$ cat src/rtl/pht_counter_table.sv
// Gshare pattern history table of 2-bit saturating counters with a self-clearing init sweep,
// a 1-cycle lookup port and a two-stage read-modify-write training port.
module pht_counter_table #(
   parameter int INDEX_WIDTH = 8,
   parameter int HIST_WIDTH  = 8
) (
   input  logic                  clk,
   input  logic                  rst,
   output logic                  ready,
   input  logic                  lookup_valid,
   input  logic [31:0]           lookup_pc,
   input  logic [HIST_WIDTH-1:0] lookup_bhr,
   output logic                  pred_valid,
   output logic                  pred_taken,
   output logic [1:0]            pred_cnt,
   input  logic                  update_valid,
   input  logic [31:0]           update_pc,
   input  logic [HIST_WIDTH-1:0] update_bhr,
   input  logic                  update_taken
);

   localparam int ENTRIES = 1 << INDEX_WIDTH;

   typedef enum logic {ST_INIT, ST_RUN} state_t;

   state_t                 r_state;
   state_t                 w_state_nxt;
   logic [INDEX_WIDTH-1:0] r_init_idx;
   logic [1:0]             r_table [ENTRIES];

   logic                   w_run;
   logic [INDEX_WIDTH-1:0] w_lk_idx;
   logic [INDEX_WIDTH-1:0] w_up_idx;
   logic [1:0]             w_lk_cnt;

   logic                   r_u1_vld;
   logic [INDEX_WIDTH-1:0] r_u1_idx;
   logic                   r_u1_taken;
   logic [1:0]             w_u2_old;
   logic [1:0]             w_u2_new;
   logic                   w_u2_we;

   logic                   r_pred_vld;
   logic [1:0]             r_pred_cnt;

   logic                   w_unused;

   function automatic logic [INDEX_WIDTH-1:0] gshare(input logic [INDEX_WIDTH-1:0] pc_bits,
                                                     input logic [HIST_WIDTH-1:0]  bhr);
      logic [INDEX_WIDTH-1:0] ext;
      ext                 = '0;
      ext[HIST_WIDTH-1:0] = bhr;
      return pc_bits ^ ext;
   endfunction

   function automatic logic [1:0] sat_next(input logic [1:0] cnt, input logic taken);
      if (taken) return (cnt == 2'b11) ? 2'b11 : cnt + 2'd1;
      else       return (cnt == 2'b00) ? 2'b00 : cnt - 2'd1;
   endfunction

   always_ff @(posedge clk) begin
      if (rst) r_state <= ST_INIT;
      else     r_state <= w_state_nxt;
   end

   always_comb begin
      w_state_nxt = r_state;
      if (r_state == ST_INIT && (&r_init_idx)) w_state_nxt = ST_RUN;
   end

   always_comb begin
      ready = (r_state == ST_RUN);
   end

   assign w_run = ready;

   always_ff @(posedge clk) begin
      if (rst)                    r_init_idx <= '0;
      else if (r_state == ST_INIT) r_init_idx <= r_init_idx + INDEX_WIDTH'(1);
   end

   assign w_lk_idx = gshare(lookup_pc[INDEX_WIDTH+2:3], lookup_bhr);
   assign w_up_idx = gshare(update_pc[INDEX_WIDTH+2:3], update_bhr);

   // U1: capture the training request
   always_ff @(posedge clk) begin
      if (rst) r_u1_vld <= 1'b0;
      else     r_u1_vld <= update_valid && w_run;
      r_u1_idx   <= w_up_idx;
      r_u1_taken <= update_taken;
   end

   // U2: read-modify-write; a reset in this cycle drops the pending write
   assign w_u2_old = r_table[r_u1_idx];
   assign w_u2_new = sat_next(w_u2_old, r_u1_taken);
   assign w_u2_we  = r_u1_vld && !rst;

   always_ff @(posedge clk) begin
      if (r_state == ST_INIT) r_table[r_init_idx] <= 2'b01;
      else if (w_u2_we)       r_table[r_u1_idx]   <= w_u2_new;
   end

   // Lookup read is write-first against the U2 write in the same cycle
   assign w_lk_cnt = (w_u2_we && (r_u1_idx == w_lk_idx)) ? w_u2_new : r_table[w_lk_idx];

   always_ff @(posedge clk) begin
      if (rst) begin
         r_pred_vld <= 1'b0;
         r_pred_cnt <= 2'b01;
      end else begin
         r_pred_vld <= lookup_valid && w_run;
         if (lookup_valid && w_run) r_pred_cnt <= w_lk_cnt;
      end
   end

   assign pred_valid = r_pred_vld;
   assign pred_cnt   = r_pred_cnt;
   assign pred_taken = r_pred_cnt[1];

   assign w_unused = ^{lookup_pc[31:INDEX_WIDTH+3], lookup_pc[2:0],
                       update_pc[31:INDEX_WIDTH+3], update_pc[2:0]};

endmodule

$ cat config.mk
export PLATFORM = sky130hd
export DESIGN_NAME = pht_counter_table
export DESIGN_NICKNAME = d
export VERILOG_FILES = /design/src/rtl/pht_counter_table.sv
export SDC_FILE = /design/constraint.sdc
export NUM_CORES = 1
export LEC_CHECK = 0
export CAP_MARGIN = 10
export CORE_ASPECT_RATIO = 0.8
export CORE_UTILIZATION = 56
export DETAILED_ROUTE_END_ITERATION = 8
export GPL_ROUTABILITY_DRIVEN = 0
export PLACE_DENSITY_LB_ADDON = 0.25
export RECOVER_POWER = 50
export SETUP_SLACK_MARGIN = 0.3
export SYNTH_ARGS = -nofsm -noshare
export SYNTH_HDL_FRONTEND = slang
export SYNTH_SLANG_ARGS = --single-unit
export TNS_END_PERCENT = 100
$ cat constraint.sdc
create_clock -name clk -period 6.9 [get_ports clk]
set_input_delay 1.725 -clock clk [delete_from_list [all_inputs] [get_ports clk]]
set_output_delay 1.725 -clock clk [all_outputs]
set_load 0.05 [all_outputs]
==> flow_summary.yaml, run 1 <==
synthesis:
  syn_avg_cell_area_um2: 15.6
  synth-edff-count: 512
  synth_xor_area_share_pct: 1.20
  synth_mux_area_share_pct: 22.8
  synth-compound-area-share_pct: 5.79
  synthArstFlopShare_pct: 0
  ys_seq_elements: 534
  synth_simple_gate_area_share_pct: 7.24
  seq_area_frac_synth_pct: 60.4
  synth_cell_types: 58
  yosys-top-cells-area: "edfxtp_1 59%, mux4_2 20%, nor2_1 4.2%"
  synth_flop_cell: "edfxtp_1"
  yosysTopAreaCell: "edfxtp_1"
  synthAdderAreaFrac_pct: 0.134
  syn_inst: 1676
  yosys_warnings: 0
  synth_fp_nets: 1762
  synth.top_cell.area_share_pct: 58.7
  netlist_area_um2: 26200
  synth_top_family_by_area: "multiplexers"
worst_setup_path:
  startpoint_type: "register"
  reg2reg_depth: 12
  regToRegEndpoint: "r_table[153][0]"
  required_ns: 7.25
  worstSetupPathType: "reg2reg"
  worst_setup_path_end_kind: "register"
  rrSetupSlack_ns: 1.17
  path_max_fanout: 114
  r2r-start: "r_u1_idx[0]"
  critPathArrivalTime_ns: 6.08
global_routing:
  grt_start_max_net_pins: 117
  grt_pass1_wl_mm: 109
  grt.total_usage_pct: 31.7
  antenna_found_initial: 1
  grt_pass1_vias: 16900
  grt-ovfl-total: 0
sta:
  fmax_ghz: 0.175
  rsz0062_at_grt: "no"
  drv_slew: 67
  finalCriticalPeriod_ns: 5.73
  finalSetupTns_ns: 0
  timing_hold_violations_final: 0
  worst_slew_pin_slew_ns: 1.72
  clock_skew_ns: 0.0235
  finalCritPeriodShare_pct: 83.0
  setup_viol: 0
  slew_headroom_pct: -14.6
power:
  switching_power_mw: 1.73
  p_leak_nw: 9.45
  combPwrFrac_pct: 10.3
  power.density_nw_per_um2: 246
  ir_worst_vdd_mv: 0.206
  clockPowerShare_pct: 40.0
  p_seq_share_pct: 49.8
  p_int_mw: 5.41
  sw_frac_of_total_pct: 24.2
clock_tree:
  post_cts_buffers: 0
  cts_sinks: 534
  cts_tree: "built"
  cts_hold_buf: 0
  ctsRootBufferMaster: "clkbuf_16"
  htreeDepth: 2
  clockBufferDepth: 3
  clkLatencyLatePin_ns: 0.60
  clk_pin_slew_ns: 0.07
  ctsResizeCount: 0
  cts_inserted_buffers: 52
floorplan:
  die_w_um: 244
  pin_count: 90
  fp.dieH_um: 195
  fp-row-count: 70
  core-area_um2: 45900
  die_area_um2: 47600
  start_util_pct: 57.0
layout:
  fin_util_pct: 63.3
  mostFrequentLayoutCells: "512 x edfxtp_1, 290 x nor2_1, 232 x mux4_2, 80 x nand2_1, 63 x mux2i_1"
  fillers: 3283
  syn_to_final_growth_pct: 11.1
  nNetsFinal: 1798
  layout-drive-gt1-share_pct: 22.0
  final_common_cell: "edfxtp_1"
worst_hold_path:
  worstHoldStart: "r_init_idx[5]"
  hold_depth: 2
  min_to: "r_init_idx[5]"
  hold_class: "reg2reg"
job:
  maxCapViolations: 3
routing:
  avgRoutedWirePerCell_um: 31.5
  wirelength_mm: 74.7
  vias_per_cell: 7.24
  dr.pass1.iters: 8
  drt.antenna.violating_nets: 0
  drc: 0
  drt-initial-drc-count: 2604
  vias: 17200
placed_design:
  place_hpwl_mm: 48.3
  io_buffer_count: 41
status:
  status: "complete, but fails checks"
  violations: "max-capacitance violations, max-slew violations"
==> routing by layer <==
metal | wire length (um) | track usage, %
met5 | 0 | 0
met3 | 10900 | 9.17
met4 | 3260 | 12.2
met2 | 33100 | 46.7
met1 | 27400 | 45.1
==> logic make-up (layout without fill, tap and decap cells) <==
group	count (synthesis)	after routing
AOI/OAI and AO/OA	205	205
xor gates and xnor gates	36	36
adders and majority gates	3	3
buffers and inverters	136	216
DFF	534	534
muxes	303	303
other	0	2
and+or+nand+nor	459	459
==> per-stage QoR <==
stage	setup WS, ns	instances	hold slack (ns)	power (mW)	cell area [um^2]
4_1_cts	1.67	2367	0.552	7.14	29100
3_5_place_dp	1.51	2269	0.534	4.33	27400
2_1_floorplan	0.575	1676	0.493	4.07	26200
6_report	1.17	2370	0.563	7.14	29100
5_1_grt	0.803	2368	0.595	7.29	29100
3_3_place_gp	1.49	2269	0.519	4.33	27400
==> synthesized netlist by cell type, drive strengths merged (15+ instances only) <==
library cell	n
a21oi	26
mux4	233
clkbuf	84
xnor2	15
a22o	20
a221oi	19
o22ai	15
nand2	80
edfxtp	512
a22oi	49
xor2	21
mux2i	63
nor2	294
buf	44
o221ai	16
dfxtp	22
nand3	37
o21ai	16
==> worst max-delay path: stages, from the launching register on <==
cell and delay, ns:
dfxtp_2 1.36, buf_4 0.50, buf_4 0.33, mux4_2 0.57, a22o_1 0.20, a221oi_1 0.32
o21ai_0 0.17, o311ai_2 0.36, o31a_1 0.22, maj3_2 0.19, nor2_1 0.08, inv_6 0.58
buf_4 0.47
==> state kept, by name, summed over array words and instances, names as in the netlist <==
| signal | flops |
|---|---|
| r_table | 512 |
| r_init_idx | 8 |
| r_u1_idx | 8 |
| pred_cnt | 2 |
| pred_valid | 1 |
| r_u1_taken | 1 |
| r_u1_vld | 1 |
| ready | 1 |
==> how the worst max path moves through the flow <==
| stage | from | to | cells past startpoint | slack, ns |
|---|---|---|---|---|
| after floorplan | rst | r_table[0][0] | 6 | 0.57 |
| after global placement | lookup_bhr[0] | pred_cnt[1] | 12 | 1.49 |
| after detailed placement | lookup_bhr[0] | pred_cnt[1] | 12 | 1.51 |
| after CTS | r_u1_idx[0] | r_table[206][0] | 12 | 1.67 |
| after global routing | r_u1_idx[0] | r_table[166][0] | 12 | 0.80 |
| final | r_u1_idx[0] | r_table[153][0] | 12 | 1.17 |
==> final cells by class <==
class / instances / area [um^2] / area share, %
Sequential cell: 534 / 15800 / 54.4
Tap cell: 612 / 766 / 2.63
Clock buffer: 72 / 1430 / 4.91
Clock inverter: 26 / 255 / 0.878
Antenna cell: 2 / 5.00 / 0.0172
Inverter: 8 / 35.0 / 0.121
Timing Repair Buffer: 110 / 986 / 3.39
Multi-Input combinational cell: 1006 / 9780 / 33.6
==> power groups by stage <==
stage               combinational [mW]  sequential [mW]  clock (mW)
floorplan                        0.485             3.58           0
global placement                 0.710             3.62           0
detailed placement               0.714             3.62           0
CTS                              0.718             3.55        2.87
global route                     0.754             3.55        2.99
finish                           0.732             3.55        2.86
(Power assumes the default switching activity.)
==> inputs of run 2 (changes only) <==
==> constraint.sdc (replaced) <==
create_clock -name clk -period 5.2 [get_ports clk]
set_input_delay 1.3 -clock clk [delete_from_list [all_inputs] [get_ports clk]]
set_output_delay 1.3 -clock clk [all_outputs]
set_load 0.05 [all_outputs]
==> run 2 against run 1 <==
  * The flow now finishes without violations
  * Cell count is 0.89% higher
  * Design area is 0.90% higher
  * Critical endpoint is now r_table[15][0]
  * Flip-flop and latch count stayed put
==> flow_summary.yaml, run 2 (synthesis gave the netlist of run 1 again) <==
floorplan:
  die_w_um: 244
  fp-row-count: 70
  pin_count: 90
  fp.dieH_um: 195
  die_area_um2: 47600
  core-area_um2: 45900
  start_util_pct: 57.0
clock_tree:
  cts_sinks: 534
  cts_hold_buf: 0
  clockBufferDepth: 3
  cts_inserted_buffers: 51
  htreeDepth: 2
  cts_tree: "built"
  clk_pin_slew_ns: 0.06
  ctsRootBufferMaster: "clkbuf_16"
  clkLatencyLatePin_ns: 0.61
routing:
  wirelength_mm: 75.6
  drt.antenna.violating_nets: 0
  drt-initial-drc-count: 2323
  avgRoutedWirePerCell_um: 31.6
  vias: 17100
  drc: 0
  vias_per_cell: 7.16
  dr.pass1.iters: 6
placed_design:
  placed_cells_incl_taps: 2298
  pre_cts_slack_ns: 0.446
  io_buffer_count: 41
  placed_area_um2: 27700
  place_hpwl_mm: 49.1
sta:
  rsz0062_at_grt: "no"
  timing_hold_violations_final: 0
  finalCritPeriodShare_pct: 90.9
  clock_skew_ns: 0.0183
  finalSetupTns_ns: 0
  timing.hold.ws_ns: 0.567
  drv_slew: 0
  worst_slew_pin_slew_ns: 1.48
  fmax_ghz: 0.212
  setup_viol: 0
  slew_headroom_pct: 1.54
  worst_slack_ns: 0.473
  finalCriticalPeriod_ns: 4.73
power:
  p_seq_share_pct: 49.9
  switching_power_mw: 2.28
  sw_frac_of_total_pct: 24.1
  p_int_mw: 7.16
  combPwrFrac_pct: 10.7
  p_leak_nw: 9.62
  ir_worst_vdd_mv: 0.261
  power.density_nw_per_um2: 322
  clockPowerShare_pct: 39.4
worst_setup_path:
  worst_setup_path_end_kind: "register"
  worstSetupPathType: "in2reg"
  critPathArrivalTime_ns: 5.02
  regToRegEndpoint: "r_table[80][1]"
  rrSetupSlack_ns: 0.73
  path_max_fanout: 15
  reg2reg_depth: 10
  r2r-start: "r_u1_idx[0]"
  required_ns: 5.49
  endpoint: "r_table[15][0]"
  crit_start: "rst"
  startpoint_type: "primary input"
global_routing:
  grt_pass1_wl_mm: 111
  grt_start_max_net_pins: 90
  grt.total_usage_pct: 32.3
  grt-ovfl-total: 0
  antenna_found_initial: 2
  grt_pass1_vias: 17000
layout:
  largest_reg_flops: 512
  mostFrequentLayoutCells: "512 x edfxtp_1, 289 x nor2_1, 232 x mux4_2, 80 x nand2_1"
  layout-drive-gt1-share_pct: 23.2
  final_common_cell: "edfxtp_1"
  reg_top3: "r_table (512), r_init_idx (8), r_u1_idx (8)"
  regMostFlops: "r_table"
  syn_to_final_growth_pct: 12.1
  design_area_um2: 29300
  nNetsFinal: 1826
  fin_cells: 2391
job:
  maxCapViolations: 0
worst_hold_path:
  hold_class: "reg2reg"
  worstHoldStart: "r_init_idx[5]"
status:
  status: "complete, no violations"
-- run 2: cell types whose count changed in the layout (fill, tap and decap cells not counted), sizes merged --
cell      change
clkbuf        +5
inv           -3
clkinvlp      +1
diode         -1
buf          +20
bufinv        -1
-- run 2: worst max-delay path: stages --
cell and delay (ns):
dlygate4sd3_1 0.59, clkbuf_1 0.59, nor3b_1 0.12, clkbuf_1 0.33
o21ai_0 0.89, nand3_1 0.58, buf_4 0.40, nor2_1 0.21
-- run 2: cell type report --
| cell class | count | area, um^2 |
|---|---|---|
| Sequential cell | 534 | 15800 |
| Multi-Input combinational cell | 1006 | 9790 |
| Antenna cell | 1 | 2.50 |
| Clock inverter | 23 | 211 |
| Timing Repair Buffer | 139 | 1280 |
| Clock buffer | 68 | 1420 |
| Inverter | 8 | 33.8 |
| Fill cell | 3347 | 16600 |
| Tap cell | 612 | 766 |
-- run 2: per-layer routing --
| metal | part of all wire, % | global-route usage, % |
|---|---|---|
| met1 | 37 | 44.7 |
| met2 | 45 | 48.3 |
| met3 | 13 | 9.65 |
| met4 | 4.5 | 13.4 |
| met5 | 0.012 | 0 |
-- run 2: per-stage QoR --
| stage | utilization, % | power, mW |
|---|---|---|
| global route | 63.9 | 9.65 |
| CTS | 64.0 | 9.45 |
| detailed placement | 60.4 | 5.78 |
| global placement | 60.4 | 5.78 |
| finish | 63.9 | 9.44 |
| floorplan | - | 5.41 |
-- run 2: power groups by stage --
stage	Clock (mW)	Sequential, mW	Combinational (mW)
3_5_place_dp	0	4.81	0.978
2_1_floorplan	0	4.75	0.659
6_report	3.72	4.71	1.01
3_3_place_gp	0	4.81	0.970
4_1_cts	3.75	4.72	0.983
5_1_grt	3.90	4.71	1.05
-- run 2: worst min path at each step --
stage                     slack [ns]             to  cells past startpoint
final                           0.57  r_init_idx[5]                      2
after floorplan                 0.49  r_init_idx[5]                      2
after CTS                       0.56  r_init_idx[5]                      2
after detailed placement        0.53  r_init_idx[5]                      2
after global routing            0.60  r_init_idx[5]                      2
after global placement          0.52  r_init_idx[5]                      2
-- run 2: timing repair --
item	CTS	global route
resized for setup	0	0
hold endpoints to repair	0	0
endpoints found under the setup margin	0	156
setup buffers	0	1
